`src/rtl/axi_mem_responder.sv`:
```
// AXI4 slave that serves one transaction at a time from a single-port, always-ready SRAM.
// Supports FIXED/INCR bursts (WRAP behaves as INCR) and answers SLVERR outside the SRAM window.
module axi_mem_responder #(
    parameter int unsigned                AXI_ADDR_WIDTH = 32,
    parameter int unsigned                AXI_DATA_WIDTH = 32,
    parameter int unsigned                AXI_ID_WIDTH   = 4,
    parameter int unsigned                AXI_USER_WIDTH = 1,
    parameter logic [AXI_ADDR_WIDTH-1:0]  MEM_BASE_ADDR  = 32'h0010_0000,
    parameter int unsigned                MEM_WORDS      = 4096,
    localparam int unsigned               BW             = AXI_DATA_WIDTH / 8,
    localparam int unsigned               MEM_AW         = $clog2(MEM_WORDS)
) (
    input  logic                      clk,
    input  logic                      rst,
    input  logic [AXI_ID_WIDTH-1:0]   aw_id_i,
    input  logic [AXI_ADDR_WIDTH-1:0] aw_addr_i,
    input  logic [7:0]                aw_len_i,
    input  logic [1:0]                aw_burst_i,
    input  logic                      aw_valid_i,
    output logic                      aw_ready_o,
    input  logic [AXI_DATA_WIDTH-1:0] w_data_i,
    input  logic [BW-1:0]             w_strb_i,
    input  logic                      w_last_i,
    input  logic                      w_valid_i,
    output logic                      w_ready_o,
    output logic [AXI_ID_WIDTH-1:0]   b_id_o,
    output logic [1:0]                b_resp_o,
    output logic [AXI_USER_WIDTH-1:0] b_user_o,
    output logic                      b_valid_o,
    input  logic                      b_ready_i,
    input  logic [AXI_ID_WIDTH-1:0]   ar_id_i,
    input  logic [AXI_ADDR_WIDTH-1:0] ar_addr_i,
    input  logic [7:0]                ar_len_i,
    input  logic [1:0]                ar_burst_i,
    input  logic                      ar_valid_i,
    output logic                      ar_ready_o,
    output logic [AXI_ID_WIDTH-1:0]   r_id_o,
    output logic [AXI_DATA_WIDTH-1:0] r_data_o,
    output logic [1:0]                r_resp_o,
    output logic                      r_last_o,
    output logic [AXI_USER_WIDTH-1:0] r_user_o,
    output logic                      r_valid_o,
    input  logic                      r_ready_i,
    output logic                      mem_req_o,
    output logic                      mem_we_o,
    output logic [BW-1:0]             mem_be_o,
    output logic [MEM_AW-1:0]         mem_addr_o,
    output logic [AXI_DATA_WIDTH-1:0] mem_wdata_o,
    input  logic [AXI_DATA_WIDTH-1:0] mem_rdata_i
);

    typedef enum logic [2:0] {
        S_IDLE    = 3'd0,
        S_RD_MEM  = 3'd1,
        S_RD_RESP = 3'd2,
        S_WR_DATA = 3'd3,
        S_WR_RESP = 3'd4
    } state_e;

    localparam int unsigned               OFS        = $clog2(BW);
    localparam logic [AXI_ADDR_WIDTH-1:0] MEM_LIMIT  = MEM_BASE_ADDR + AXI_ADDR_WIDTH'(MEM_WORDS * BW);
    localparam logic [AXI_ADDR_WIDTH-1:0] ALIGN_MASK = ~(AXI_ADDR_WIDTH'(BW - 1));

    state_e                      state_q;
    logic                        prefer_rd_q;
    logic [AXI_ID_WIDTH-1:0]     id_q;
    logic [AXI_ADDR_WIDTH-1:0]   cur_addr_q;
    logic [AXI_ADDR_WIDTH-1:0]   cur_addr_d;
    logic [7:0]                  len_q;
    logic [7:0]                  beat_cnt_q;
    logic                        fixed_q;
    logic                        err_q;
    logic [AXI_DATA_WIDTH-1:0]   rdata_q;
    logic                        rd_fresh_q;
    logic [1:0]                  rresp_q;
    logic                        rlast_q;
    logic                        in_range;
    logic                        last_beat;
    logic                        w_beat;

    assign in_range   = (cur_addr_q >= MEM_BASE_ADDR) && (cur_addr_q < MEM_LIMIT);
    assign last_beat  = (beat_cnt_q == len_q);
    assign cur_addr_d = fixed_q ? cur_addr_q : cur_addr_q + AXI_ADDR_WIDTH'(BW);

    // Reads win a tie unless the previous grant went to a read, so a pending pair alternates.
    assign ar_ready_o = (state_q == S_IDLE) && ar_valid_i && (prefer_rd_q || !aw_valid_i);
    assign aw_ready_o = (state_q == S_IDLE) && aw_valid_i && !ar_ready_o;
    assign w_ready_o  = (state_q == S_WR_DATA);
    assign w_beat     = w_ready_o && w_valid_i;
    assign r_valid_o  = (state_q == S_RD_RESP);
    assign b_valid_o  = (state_q == S_WR_RESP);

    // SRAM data arrives in the first RD_RESP cycle; afterwards the captured copy keeps it stable.
    assign r_data_o   = rd_fresh_q ? mem_rdata_i : rdata_q;
    assign r_resp_o   = rresp_q;
    assign r_last_o   = rlast_q;
    assign r_id_o     = id_q;
    assign r_user_o   = {AXI_USER_WIDTH{1'b0}};
    assign b_id_o     = id_q;
    assign b_resp_o   = (b_valid_o && err_q) ? 2'b10 : 2'b00;
    assign b_user_o   = {AXI_USER_WIDTH{1'b0}};

    assign mem_req_o   = in_range && ((state_q == S_RD_MEM) || w_beat);
    assign mem_we_o    = w_beat;
    assign mem_be_o    = w_beat ? w_strb_i : {BW{1'b1}};
    assign mem_addr_o  = MEM_AW'((cur_addr_q - MEM_BASE_ADDR) >> OFS);
    assign mem_wdata_o = w_data_i;

    // Transaction FSM: arbitration, burst sequencing and registered read/write response state.
    always_ff @(posedge clk) begin
        if (rst) begin
            state_q     <= S_IDLE;
            prefer_rd_q <= 1'b1;
            id_q        <= {AXI_ID_WIDTH{1'b0}};
            cur_addr_q  <= {AXI_ADDR_WIDTH{1'b0}};
            len_q       <= 8'd0;
            beat_cnt_q  <= 8'd0;
            fixed_q     <= 1'b0;
            err_q       <= 1'b0;
            rdata_q     <= {AXI_DATA_WIDTH{1'b0}};
            rd_fresh_q  <= 1'b0;
            rresp_q     <= 2'b00;
            rlast_q     <= 1'b0;
        end else begin
            case (state_q)
                S_IDLE: begin
                    if (ar_ready_o) begin
                        id_q        <= ar_id_i;
                        cur_addr_q  <= ar_addr_i & ALIGN_MASK;
                        len_q       <= ar_len_i;
                        fixed_q     <= (ar_burst_i == 2'b00);
                        beat_cnt_q  <= 8'd0;
                        prefer_rd_q <= 1'b0;
                        state_q     <= S_RD_MEM;
                    end else if (aw_ready_o) begin
                        id_q        <= aw_id_i;
                        cur_addr_q  <= aw_addr_i & ALIGN_MASK;
                        len_q       <= aw_len_i;
                        fixed_q     <= (aw_burst_i == 2'b00);
                        beat_cnt_q  <= 8'd0;
                        err_q       <= 1'b0;
                        prefer_rd_q <= 1'b1;
                        state_q     <= S_WR_DATA;
                    end else begin
                        state_q     <= S_IDLE;
                    end
                end
                S_RD_MEM: begin
                    rd_fresh_q <= in_range;
                    rdata_q    <= {AXI_DATA_WIDTH{1'b0}};
                    rresp_q    <= in_range ? 2'b00 : 2'b10;
                    rlast_q    <= last_beat;
                    state_q    <= S_RD_RESP;
                end
                S_RD_RESP: begin
                    if (rd_fresh_q) begin
                        rdata_q    <= mem_rdata_i;
                        rd_fresh_q <= 1'b0;
                    end
                    if (r_ready_i) begin
                        if (rlast_q) begin
                            state_q <= S_IDLE;
                        end else begin
                            beat_cnt_q <= beat_cnt_q + 8'd1;
                            cur_addr_q <= cur_addr_d;
                            state_q    <= S_RD_MEM;
                        end
                    end
                end
                S_WR_DATA: begin
                    if (w_valid_i) begin
                        // Burst length comes from AWLEN; WLAST is only cross-checked.
                        if (!in_range || (w_last_i != last_beat)) begin
                            err_q <= 1'b1;
                        end
                        if (last_beat) begin
                            state_q <= S_WR_RESP;
                        end else begin
                            beat_cnt_q <= beat_cnt_q + 8'd1;
                            cur_addr_q <= cur_addr_d;
                        end
                    end
                end
                S_WR_RESP: begin
                    if (b_ready_i) begin
                        state_q <= S_IDLE;
                    end
                end
                default: begin
                    state_q <= S_IDLE;
                end
            endcase
        end
    end

endmodule

```
`config.mk`:
```
export PLATFORM = sky130hd
export DESIGN_NAME = axi_mem_responder
export DESIGN_NICKNAME = d
export VERILOG_FILES = /design/src/rtl/axi_mem_responder.sv
export SDC_FILE = /design/constraint.sdc
export NUM_CORES = 1
export LEC_CHECK = 0
export CAP_MARGIN = 20
export CORE_ASPECT_RATIO = 1.2
export CORE_MARGIN = 5
export CORE_UTILIZATION = 45
export CTS_CLUSTER_SIZE = 10
export DETAILED_ROUTE_END_ITERATION = 16
export PLACE_DENSITY_LB_ADDON = 0.1
export SLEW_MARGIN = 20
export SYNTH_ARGS = -nofsm -noshare
export SYNTH_HDL_FRONTEND = slang
export SYNTH_SLANG_ARGS = --single-unit
```
`constraint.sdc`:
```
create_clock -name clk -period 3.73 [get_ports clk]
set_input_delay 0.746 -clock clk [delete_from_list [all_inputs] [get_ports clk]]
set_output_delay 0.746 -clock clk [all_outputs]
set_load 0.03 [all_outputs]
```
==> parameters.txt, run 1 <==
Parameter                              Value

Critical path
  Crit-path max FO ... 7
  Type of element launching the critical path ... flip-flop
  Slowest stage delay, CP ... 710 ps
  Start-to-end type of the worst setup path ... flip-flop to output pin
  Required time of the critical path ... 2980 ps
  Critical path cell sequence ... or4_1 -> nor3_1 -> nand4_1 -> a21oi_1 -> clkdlybuf4s50_1
  Worst path arrival time ... 2660 ps
  Highest-delay cell along the critical path ... sky130_fd_sc_hd__clkdlybuf4s50_1
  Endpoint kind of the worst setup timing path ... output pin

Power
  Power density over the cells ... 630 nW/um^2
  Combinational fraction of design power ... 51.3%
  Pint ... 2600 uW
  Maximum vdd drop ... 0.000320 V
  Sw Share ... 45.5%
  Net Switching ... 2170 uW
  Clk network pwr share ... 17.7%
  Sequential cell fraction of total power ... 31.0%
  Leak Pwr ... 0.00277 uW

Clocking
  Number of cells upsized or downsized after cts ... 0
  Maximum number of buffers from clock root to sink ... 2
  CTS tree ... yes
  Clock tree root driver cell ... sky130_fd_sc_hd__clkbuf_16
  Number of clock sinks ... 91
  Number of clock buffers inserted by TritonCTS ... 9
  Clock edge transition at the registers on the reported setup and hold paths ... 60 ps
  H-Tree Level Count ... 3
  Quantity of hold-fixing buffers added after cts ... 0
  Clock insertion delay at the later pin of the skew report ... 340 ps
  Buffer count from post-CTS setup fixing ... 0

Floorplan
  Total I/O pin count ... 270
  Die outline area ... 14900 sq um
  Effective utilization at floorplan ... 46.2%
  CORE AREA ... 12200 sq um
  Floorplan die height ... 133 microns
  Placement Rows ... 44
  Horizontal die dimension ... 112 microns

Timing
  Worst-margin pin slew ... 1100 ps
  Worst Skew ... 6.51 ps
  Unrepaired setup endpoints after global routing ... false
  Worst Setup Slack, final ... 329 ps
  Final sum of negative setup slack ... 0 ps
  Min cycle time layout ... 3400 ps
  Remaining max-slew budget at the tightest pin ... 26.5%
  Total count of hold-check failures in the final report ... 0
  Number of pins with negative max-slew slack in the final report ... 0
  Portion of the clock cycle consumed by the worst path in the final layout ... 91.2%
  Number of failing setup endpoints in the final timing report ... 0
  F_max ... 294 MHz

Logic synthesis
  Most instantiated library cell after synthesis ... sky130_fd_sc_hd__nand2_1
  Count of state elements after synthesis ... 91
  Count of synthesis-stage warnings from yosys ... 0
  Number of cells produced by synthesis ... 746
  Dominant register cell in the synthesized netlist ... sky130_fd_sc_hd__dfxtp_1
  Commonest cells in the synthesized netlist ... sky130_fd_sc_hd__nand2_1, sky130_fd_sc_hd__dfxtp_1, sky130_fd_sc_hd__nor2_1
  Largest cells by area after synthesis ... sky130_fd_sc_hd__dfxtp_1, sky130_fd_sc_hd__nand2_1, sky130_fd_sc_hd__buf_4
  Fraction of synthesized cell area taken by the top area cell type ... 32.3%
  Combined area of all synthesized cells ... 5650 sq um
  Proportion of register bits with asynchronous set or reset after synthesis ... 0%
  Number of flops mapped to enable cells by yosys ... 0
  Mean cell area of the mapped netlist ... 7.57 sq um
  Biggest area consumer among synthesized cells ... sky130_fd_sc_hd__dfxtp_1
  Fraction of the yosys area taken by sequential cells ... 32.3%
  Number of distinct standard cells referenced by the synthesized netlist ... 60

Global route
  Layer with the highest usage ... met2
  Global routing usage on met2 ... 39.4%
  First-pass GRT wire length ... 28.4 mm
  Via count of the first global-routing pass ... 5855
  Met1 capacity usage during global routing ... 26.3%
  Total track usage ... 22.6%
  Met3 layer usage reported by global route ... 6.44%
  Maximum number of pins on one net before global-route repair ... 47
  Initial antenna violation count ... 0
  Remaining Overflow, GRT ... 0

Final layout
  Area added between synthesis and finish ... 34.1%
  Layout fillers ... 1120
  Antenna fix cells ... 0
  Final Core Density ... 61.9%
  Layout cells sized above 1 ... 8.16%
  Fin nets ... 1037

Placement
  Placed wire-length estimate ... 12.7 mm
  Final Wtd Congestion ... 0.846
  Port-buffer cells ... 197
  Pre-CTS setup slack ... 510 ps

Routing
  Number of vias per cell ... 5.60
  Initial DRC count ... 238
  Residual antenna-violating net count after detailed routing ... 0
  Total Routed Length ... 17.4 mm
  Total DRC errors in the routed layout ... 0
  Number of vias after detailed routing ... 5776
  Total iterations of the first detailed-routing run ... 6
  Average wire per cell in the routed design ... 16.9 microns

Hold path
  Type of the tightest min-delay check ... flip-flop to flip-flop

Flow run
  Max-cap violations ... 0

Run status
  Outcome ... completed
state kept, by name, summed over array words and instances, names as in the netlist, 3 cells and up:
name        count
rdata_q        32
cur_addr_q     30
beat_cnt_q      8
len_q           8
b_id_o          4
state_q         3
path summary, 6_finish.rpt:
| path | startpoint | cells after the start | slack, ps | to |
|---|---|---|---|---|
| max | cur_addr_q[16] | 5 | 330 | mem_req_o |
| min | r_resp_o[1] | 2 | 460 | r_resp_o[1] |
| max reg2reg | state_q[0] | 6 | 910 | cur_addr_q[28] |
| min reg2reg | r_resp_o[1] | 2 | 460 | r_resp_o[1] |
power by group through the flow:
stage | Sequential (uW) | Clock (uW) | Combinational (uW)
after floorplan | 1460 | 0 | 1840
after global placement | 1480 | 0 | 2390
after detailed placement | 1490 | 0 | 2440
after CTS | 1470 | 858 | 2460
after global routing | 1510 | 897 | 2680
final | 1480 | 843 | 2440
stage by stage:
stage,std cells,hold slack (ps),area (sq um),total power (uW)
6_report,1031,461,7570,4770
5_1_grt,1031,502,7570,5090
4_1_cts,1031,463,7570,4790
3_5_place_dp,1016,451,7310,3940
3_3_place_gp,1016,446,7310,3870
2_1_floorplan,749,442,5660,3300
area by class of cell:
| cell class | instances | area (sq um) | area share (%) |
|---|---|---|---|
| Multi-Input combinational cell | 546 | 3200 | 42.3 |
| Timing Repair Buffer | 207 | 2040 | 26.9 |
| Sequential cell | 91 | 1820 | 24.1 |
| Clock buffer | 13 | 250 | 3.31 |
| Tap cell | 161 | 201 | 2.66 |
| Inverter | 11 | 41.3 | 0.545 |
| Clock inverter | 2 | 12.5 | 0.165 |
logic make-up after synthesis:
kind of cell,count (synthesis),synth area share [%]
simple gates,308,25.8
compound gates,178,19.9
buf+inv,112,11.5
flops,91,32.3
mux,40,7.82
xor+xnor,13,2.02
fa+ha+maj,3,0.665
other cells,1,0.0664
layer usage:
layer	part of all wire, %	routed length [microns]	up-vias
li1	-	-	2823
met1	41	7140	2699
met2	49	8520	230
met3	8.2	1430	24
met4	1.9	329	0
met5	0	0	-
layout by cell type, fill, tap and decap left out, types with 4 or more instances in the layout:
cell type                         count
sky130_fd_sc_hd__xnor2_1             12
sky130_fd_sc_hd__a311oi_1            13
sky130_fd_sc_hd__nor2_1              71
sky130_fd_sc_hd__nand2b_1            17
sky130_fd_sc_hd__a211oi_1             7
sky130_fd_sc_hd__nand2_1            118
sky130_fd_sc_hd__o22ai_1              5
sky130_fd_sc_hd__a31oi_1              7
sky130_fd_sc_hd__clkdlybuf4s50_1    195
sky130_fd_sc_hd__and2_1               6
sky130_fd_sc_hd__o31ai_1              5
sky130_fd_sc_hd__nand4_1              7
sky130_fd_sc_hd__a21oi_1             57
sky130_fd_sc_hd__nor3_1              23
sky130_fd_sc_hd__inv_1               11
sky130_fd_sc_hd__o32ai_1              5
sky130_fd_sc_hd__a22oi_1             33
sky130_fd_sc_hd__mux2_2              33
sky130_fd_sc_hd__o21ai_0             34
sky130_fd_sc_hd__and3_1               5
sky130_fd_sc_hd__nand3_1             23
sky130_fd_sc_hd__or3_1                4
sky130_fd_sc_hd__clkbuf_16            9
sky130_fd_sc_hd__conb_1               4
sky130_fd_sc_hd__buf_4               11
sky130_fd_sc_hd__dfxtp_1             91
sky130_fd_sc_hd__mux2i_1              7
sky130_fd_sc_hd__nor4_1               7
critical path: cells and delay by family, from the launching register on:
family / cells / cell delay (ps)
buf+inv: 1 / 710
compound gates: 1 / 210
simple gates: 3 / 1030
flops: 1 / 370
No activity file was read; power rests on OpenSTA's default activity.
==> inputs of run 2 (changes only) <==
CORE_UTILIZATION = 25   (was 45)
==> parameters.txt, run 2 (synthesis results as in run 1) <==
Parameter                              Value

Clocking
  CTS tree ... yes
  Number of clock buffers inserted by TritonCTS ... 9
  Clock insertion delay at the later pin of the skew report ... 350 ps
  Quantity of hold-fixing buffers added after cts ... 0
  Buffer count from post-CTS setup fixing ... 0
  Clock edge transition at the registers on the reported setup and hold paths ... 70 ps
  Maximum number of buffers from clock root to sink ... 2
  Number of clock sinks ... 91
  Number of cells upsized or downsized after cts ... 0
  H-Tree Level Count ... 3
  Clock tree root driver cell ... sky130_fd_sc_hd__clkbuf_16

Global route
  Remaining Overflow, GRT ... 0
  Via count of the first global-routing pass ... 5733
  First-pass GRT wire length ... 31.4 mm
  Maximum number of pins on one net before global-route repair ... 69
  Initial antenna violation count ... 0
  Total track usage ... 15.0%

Critical path
  Critical path origin ... cur_addr_q[16]
  Worst path arrival time ... 2680 ps
  Crit-path max FO ... 7
  Start-to-end type of the worst setup path ... flip-flop to output pin
  Endpoint kind of the worst setup timing path ... output pin
  Required time of the critical path ... 2980 ps
  Type of element launching the critical path ... flip-flop
  Worst flop-to-flop path startpoint ... state_q[1]

Routing
  Total iterations of the first detailed-routing run ... 7
  Average wire per cell in the routed design ... 17.2 microns
  Number of vias after detailed routing ... 5632
  Total Routed Length ... 19.8 mm
  Total DRC errors in the routed layout ... 0
  Residual antenna-violating net count after detailed routing ... 0
  Number of vias per cell ... 4.88
  Initial DRC count ... 273

Floorplan
  Effective utilization at floorplan ... 25.2%
  Horizontal die dimension ... 147 microns
  Total I/O pin count ... 270
  Floorplan die height ... 175 microns
  Die outline area ... 25700 sq um
  CORE AREA ... 22400 sq um
  Placement Rows ... 60

Placement
  Number of instances in the placed design ... 1137
  Port-buffer cells ... 197
  Final Wtd Congestion ... 0.781
  Placed wire-length estimate ... 13.9 mm
  Pre-CTS setup slack ... 619 ps

Final layout
  Layout cells sized above 1 ... 8.92%
  Antenna fix cells ... 0
  Post-Layout Cell Count ... 1153
  Highest-count cells in the layout ignoring fill and taps ... sky130_fd_sc_hd__clkdlybuf4s50_1, sky130_fd_sc_hd__nand2_1, sky130_fd_sc_hd__dfxtp_1
  Multi-input combinational cell area ... 3200 sq um
  Final Core Density ... 34.8%
  Layout fillers ... 2403
  Sequential Area ... 1820 sq um
  Most flop-heavy register ... rdata_q
  Flip-flop count of the largest register after layout ... 32
  Area added between synthesis and finish ... 37.8%
  Biggest registers after layout ... rdata_q: 32 flops, cur_addr_q: 30 flops
  Commonest non-fill, non-tap cell in the layout ... sky130_fd_sc_hd__clkdlybuf4s50_1
  Fin nets ... 1040

Timing
  Total count of hold-check failures in the final report ... 0
  Unrepaired setup endpoints after global routing ... false
  F_max ... 292 MHz
  Final sum of negative setup slack ... 0 ps
  Number of failing setup endpoints in the final timing report ... 0
  Min cycle time layout ... 3430 ps
  Portion of the clock cycle consumed by the worst path in the final layout ... 91.8%
  Worst Skew ... 9.68 ps
  Worst-margin pin slew ... 784 ps
  Remaining max-slew budget at the tightest pin ... 47.4%
  Worst Setup Slack, final ... 305 ps
  Number of pins with negative max-slew slack in the final report ... 0

Power
  Leak Pwr ... 0.00280 uW
  Maximum vdd drop ... 0.000255 V
  Power density over the cells ... 641 nW/um^2

Hold path
  Type of the tightest min-delay check ... flip-flop to flip-flop
  Worst Min Path Start ... r_resp_o[1]

Flow run
  Max-cap violations ... 0

Run status
  Outcome ... completed
==> run 2: cell types whose count changed in the layout (fill, tap and decap cells not counted) <==
cell	change
sky130_fd_sc_hd__buf_12	+1
sky130_fd_sc_hd__buf_2	-1
sky130_fd_sc_hd__buf_4	+3
sky130_fd_sc_hd__clkbuf_1	-3
sky130_fd_sc_hd__clkinvlp_4	+1
sky130_fd_sc_hd__inv_6	+3
==> run 2: worst max-delay path, stage by stage, from the launching register on <==
cell and delay [ps]:
sky130_fd_sc_hd__dfxtp_1 370, sky130_fd_sc_hd__or4_1 530, sky130_fd_sc_hd__nor3_1 250, sky130_fd_sc_hd__nand4_1 250, sky130_fd_sc_hd__a21oi_1 220, sky130_fd_sc_hd__clkdlybuf4s50_1 710
==> run 2: worst paths after layout <==
path / endpoint / slack (ps) / depth (start not counted)
min reg2reg: r_resp_o[1] / 470 / 2
max reg2reg: beat_cnt_q[6] / 1200 / 7
max: mem_req_o / 300 / 5
min: r_resp_o[1] / 470 / 2
==> run 2: cell type report <==
cell class | instances | area share [%]
timing repair buffer | 210 | 26.7
tap | 279 | 4.49
clock inverter | 6 | 0.595
sequential | 91 | 23.4
multi-input combinational | 546 | 41.2
clock buffer | 10 | 3.07
inverter | 11 | 0.531
==> run 2: power by group <==
group	internal (uW)	switching [uW]	total, uW
Clock	478	445	922
Sequential	1200	280	1480
Combinational	975	1600	2580
==> run 2: stage by stage <==
| stage | hold WS, ps | area (sq um) | total power [uW] |
|---|---|---|---|
| after global routing | 502 | 7780 | 5380 |
| after detailed placement | 461 | 7490 | 4120 |
| final | 469 | 7780 | 4980 |
| after floorplan | 442 | 5660 | 3300 |
| after CTS | 474 | 7780 | 5070 |
| after global placement | 455 | 7490 | 4130 |
==> run 2: routing by layer <==
metal	up-vias	global-route usage [%]	routed length (microns)
li1	2816	-	-
met1	2603	18.4	8460
met2	193	24.8	9280
met3	20	4.95	1720
met4	0	4.78	320
met5	-	0	0
==> inputs of run 3 (changes only) <==
SLEW_MARGIN = 0   (was 20)
clock period = 3.2 ns   (was 3.73 ns; I/O delays follow)
==> parameters.txt, run 3 (synthesis results as in run 1) <==
Parameter                              Value

Run status
  Outcome ... completed

Clocking
  Quantity of hold-fixing buffers added after cts ... 0
  Buffer count from post-CTS setup fixing ... 0
  CTS tree ... yes
  Clock tree root driver cell ... sky130_fd_sc_hd__clkbuf_16
  Number of clock sinks ... 91
  Clock insertion delay at the later pin of the skew report ... 350 ps
  Clock edge transition at the registers on the reported setup and hold paths ... 70 ps
  Maximum number of buffers from clock root to sink ... 2
  Number of cells upsized or downsized after cts ... 0
  H-Tree Level Count ... 3
  Number of clock buffers inserted by TritonCTS ... 9

Global route
  Via count of the first global-routing pass ... 5673
  First-pass GRT wire length ... 31.4 mm
  Total track usage ... 14.9%
  Maximum number of pins on one net before global-route repair ... 69
  Initial antenna violation count ... 0
  Remaining Overflow, GRT ... 0

Timing
  Worst-margin pin slew ... 743 ps
  Unrepaired setup endpoints after global routing ... false
  Number of failing setup endpoints in the final timing report ... 0
  Final sum of negative setup slack ... 0 ps
  Portion of the clock cycle consumed by the worst path in the final layout ... 89.1%
  Worst Skew ... 10.0 ps
  Total count of hold-check failures in the final report ... 0
  Min cycle time layout ... 2850 ps
  Number of pins with negative max-slew slack in the final report ... 0
  Remaining max-slew budget at the tightest pin ... 50.5%
  F_max ... 351 MHz

Hold path
  Worst Min Path Start ... err_q
  Type of the tightest min-delay check ... flip-flop to flip-flop

Floorplan
  Total I/O pin count ... 270
  Effective utilization at floorplan ... 25.2%
  Die outline area ... 25700 sq um
  Horizontal die dimension ... 147 microns
  CORE AREA ... 22400 sq um
  Floorplan die height ... 175 microns
  Placement Rows ... 60

Routing
  Total iterations of the first detailed-routing run ... 4
  Number of vias per cell ... 4.87
  Residual antenna-violating net count after detailed routing ... 0
  Total Routed Length ... 19.6 mm
  Initial DRC count ... 263
  Average wire per cell in the routed design ... 17.0 microns
  Total DRC errors in the routed layout ... 0
  Number of vias after detailed routing ... 5619

Final layout
  Post-Layout Cell Count ... 1154
  Flip-flop count of the largest register after layout ... 32
  Area added between synthesis and finish ... 38.3%
  Layout cells sized above 1 ... 9.14%
  Most flop-heavy register ... rdata_q
  Fin nets ... 1041
  Commonest non-fill, non-tap cell in the layout ... sky130_fd_sc_hd__clkdlybuf4s50_1
  Antenna fix cells ... 0
  Biggest registers after layout ... rdata_q: 32 flops, cur_addr_q: 30 flops
  Highest-count cells in the layout ignoring fill and taps ... sky130_fd_sc_hd__clkdlybuf4s50_1, sky130_fd_sc_hd__nand2_1, sky130_fd_sc_hd__dfxtp_1

Power
  Power density over the cells ... 754 nW/um^2
  Leak Pwr ... 0.00282 uW
  Maximum vdd drop ... 0.000338 V

Critical path
  Highest-delay cell along the critical path ... sky130_fd_sc_hd__clkdlybuf4s50_1
  Critical path cell sequence ... clkdlybuf4s50_1 -> nand2_1 -> and3_1 -> clkdlybuf4s50_1
  Start-to-end type of the worst setup path ... input pin to output pin
  Worst path bufs/invs ... 2
  Crit-path max FO ... 5
  Endpoint kind of the worst setup timing path ... output pin
  Slowest stage delay, CP ... 730 ps
  CP dominant cell by count ... sky130_fd_sc_hd__clkdlybuf4s50_1
  Worst path arrival time ... 2210 ps
  Worst flop-to-flop path startpoint ... state_q[0]
  Critical path origin ... ar_valid_i
  Type of element launching the critical path ... input pin
  Cell family with the largest share of critical-path delay ... buffers and inverters
  Required time of the critical path ... 2560 ps

Flow run
  Max-cap violations ... 0

Placement
  Number of instances in the placed design ... 1138
  Final Wtd Congestion ... 0.774
  Placed wire-length estimate ... 13.7 mm
  Port-buffer cells ... 197
-- run 3: cell count changes in the layout (fill, tap and decap cells not counted), sizes merged --
cell and change:
clkinvlp -1, buf +2, bufinv +1, clkdlybuf4s50 -1, clkinv +1, clkbuf -1
-- run 3: power by group --
part / switching (uW) / internal, uW
clock network: 520 / 613
registers: 331 / 1400
logic: 1860 / 1170
total: 2710 / 3180
-- run 3: layer usage --
layer | part of all wire, % | GRT usage (%) | vias to the layer above
met4 | 0.52 | 2.99 | 0
met5 | 0 | 0 | -
met1 | 44 | 18.3 | 2617
li1 | - | - | 2825
met2 | 48 | 25.2 | 167
met3 | 8.2 | 5.50 | 10
-- run 3: path summary, 6_finish.rpt --
| path | to | slack (ps) | depth (start not counted) |
|---|---|---|---|
| setup / recovery | aw_ready_o | 350 | 4 |
| setup reg to reg | beat_cnt_q[6] | 840 | 6 |
| hold reg to reg | err_q | 470 | 2 |
| hold / removal | err_q | 470 | 2 |
-- run 3: worst min-delay path, cell delays in order, from the launching register on --
cell	delay, ps
sky130_fd_sc_hd__dfxtp_1	310
sky130_fd_sc_hd__nand2b_1	60
sky130_fd_sc_hd__a21oi_1	50
-- run 3: final cells by class --
class / instances / area, sq um
fill: 2386 / 14600
timing repair buffer: 211 / 2090
clock inverter: 7 / 73.8
multi-input combinational: 546 / 3200
inverter: 11 / 41.3
sequential: 91 / 1820
clock buffer: 9 / 225
tap: 279 / 349
-- run 3: metrics by stage --
stage | total power [uW] | hold slack [ps] | setup slack, ps | utilization (%) | area, sq um
6_report | 5890 | 471 | 347 | 34.9 | 7810
5_1_grt | 6350 | 505 | 182 | 34.9 | 7810
4_1_cts | 6000 | 467 | 313 | 34.9 | 7810
3_5_place_dp | 4850 | 450 | 206 | 33.6 | 7510
3_3_place_gp | 4850 | 451 | 272 | 33.6 | 7510
2_1_floorplan | 3840 | 442 | 867 | - | 5660
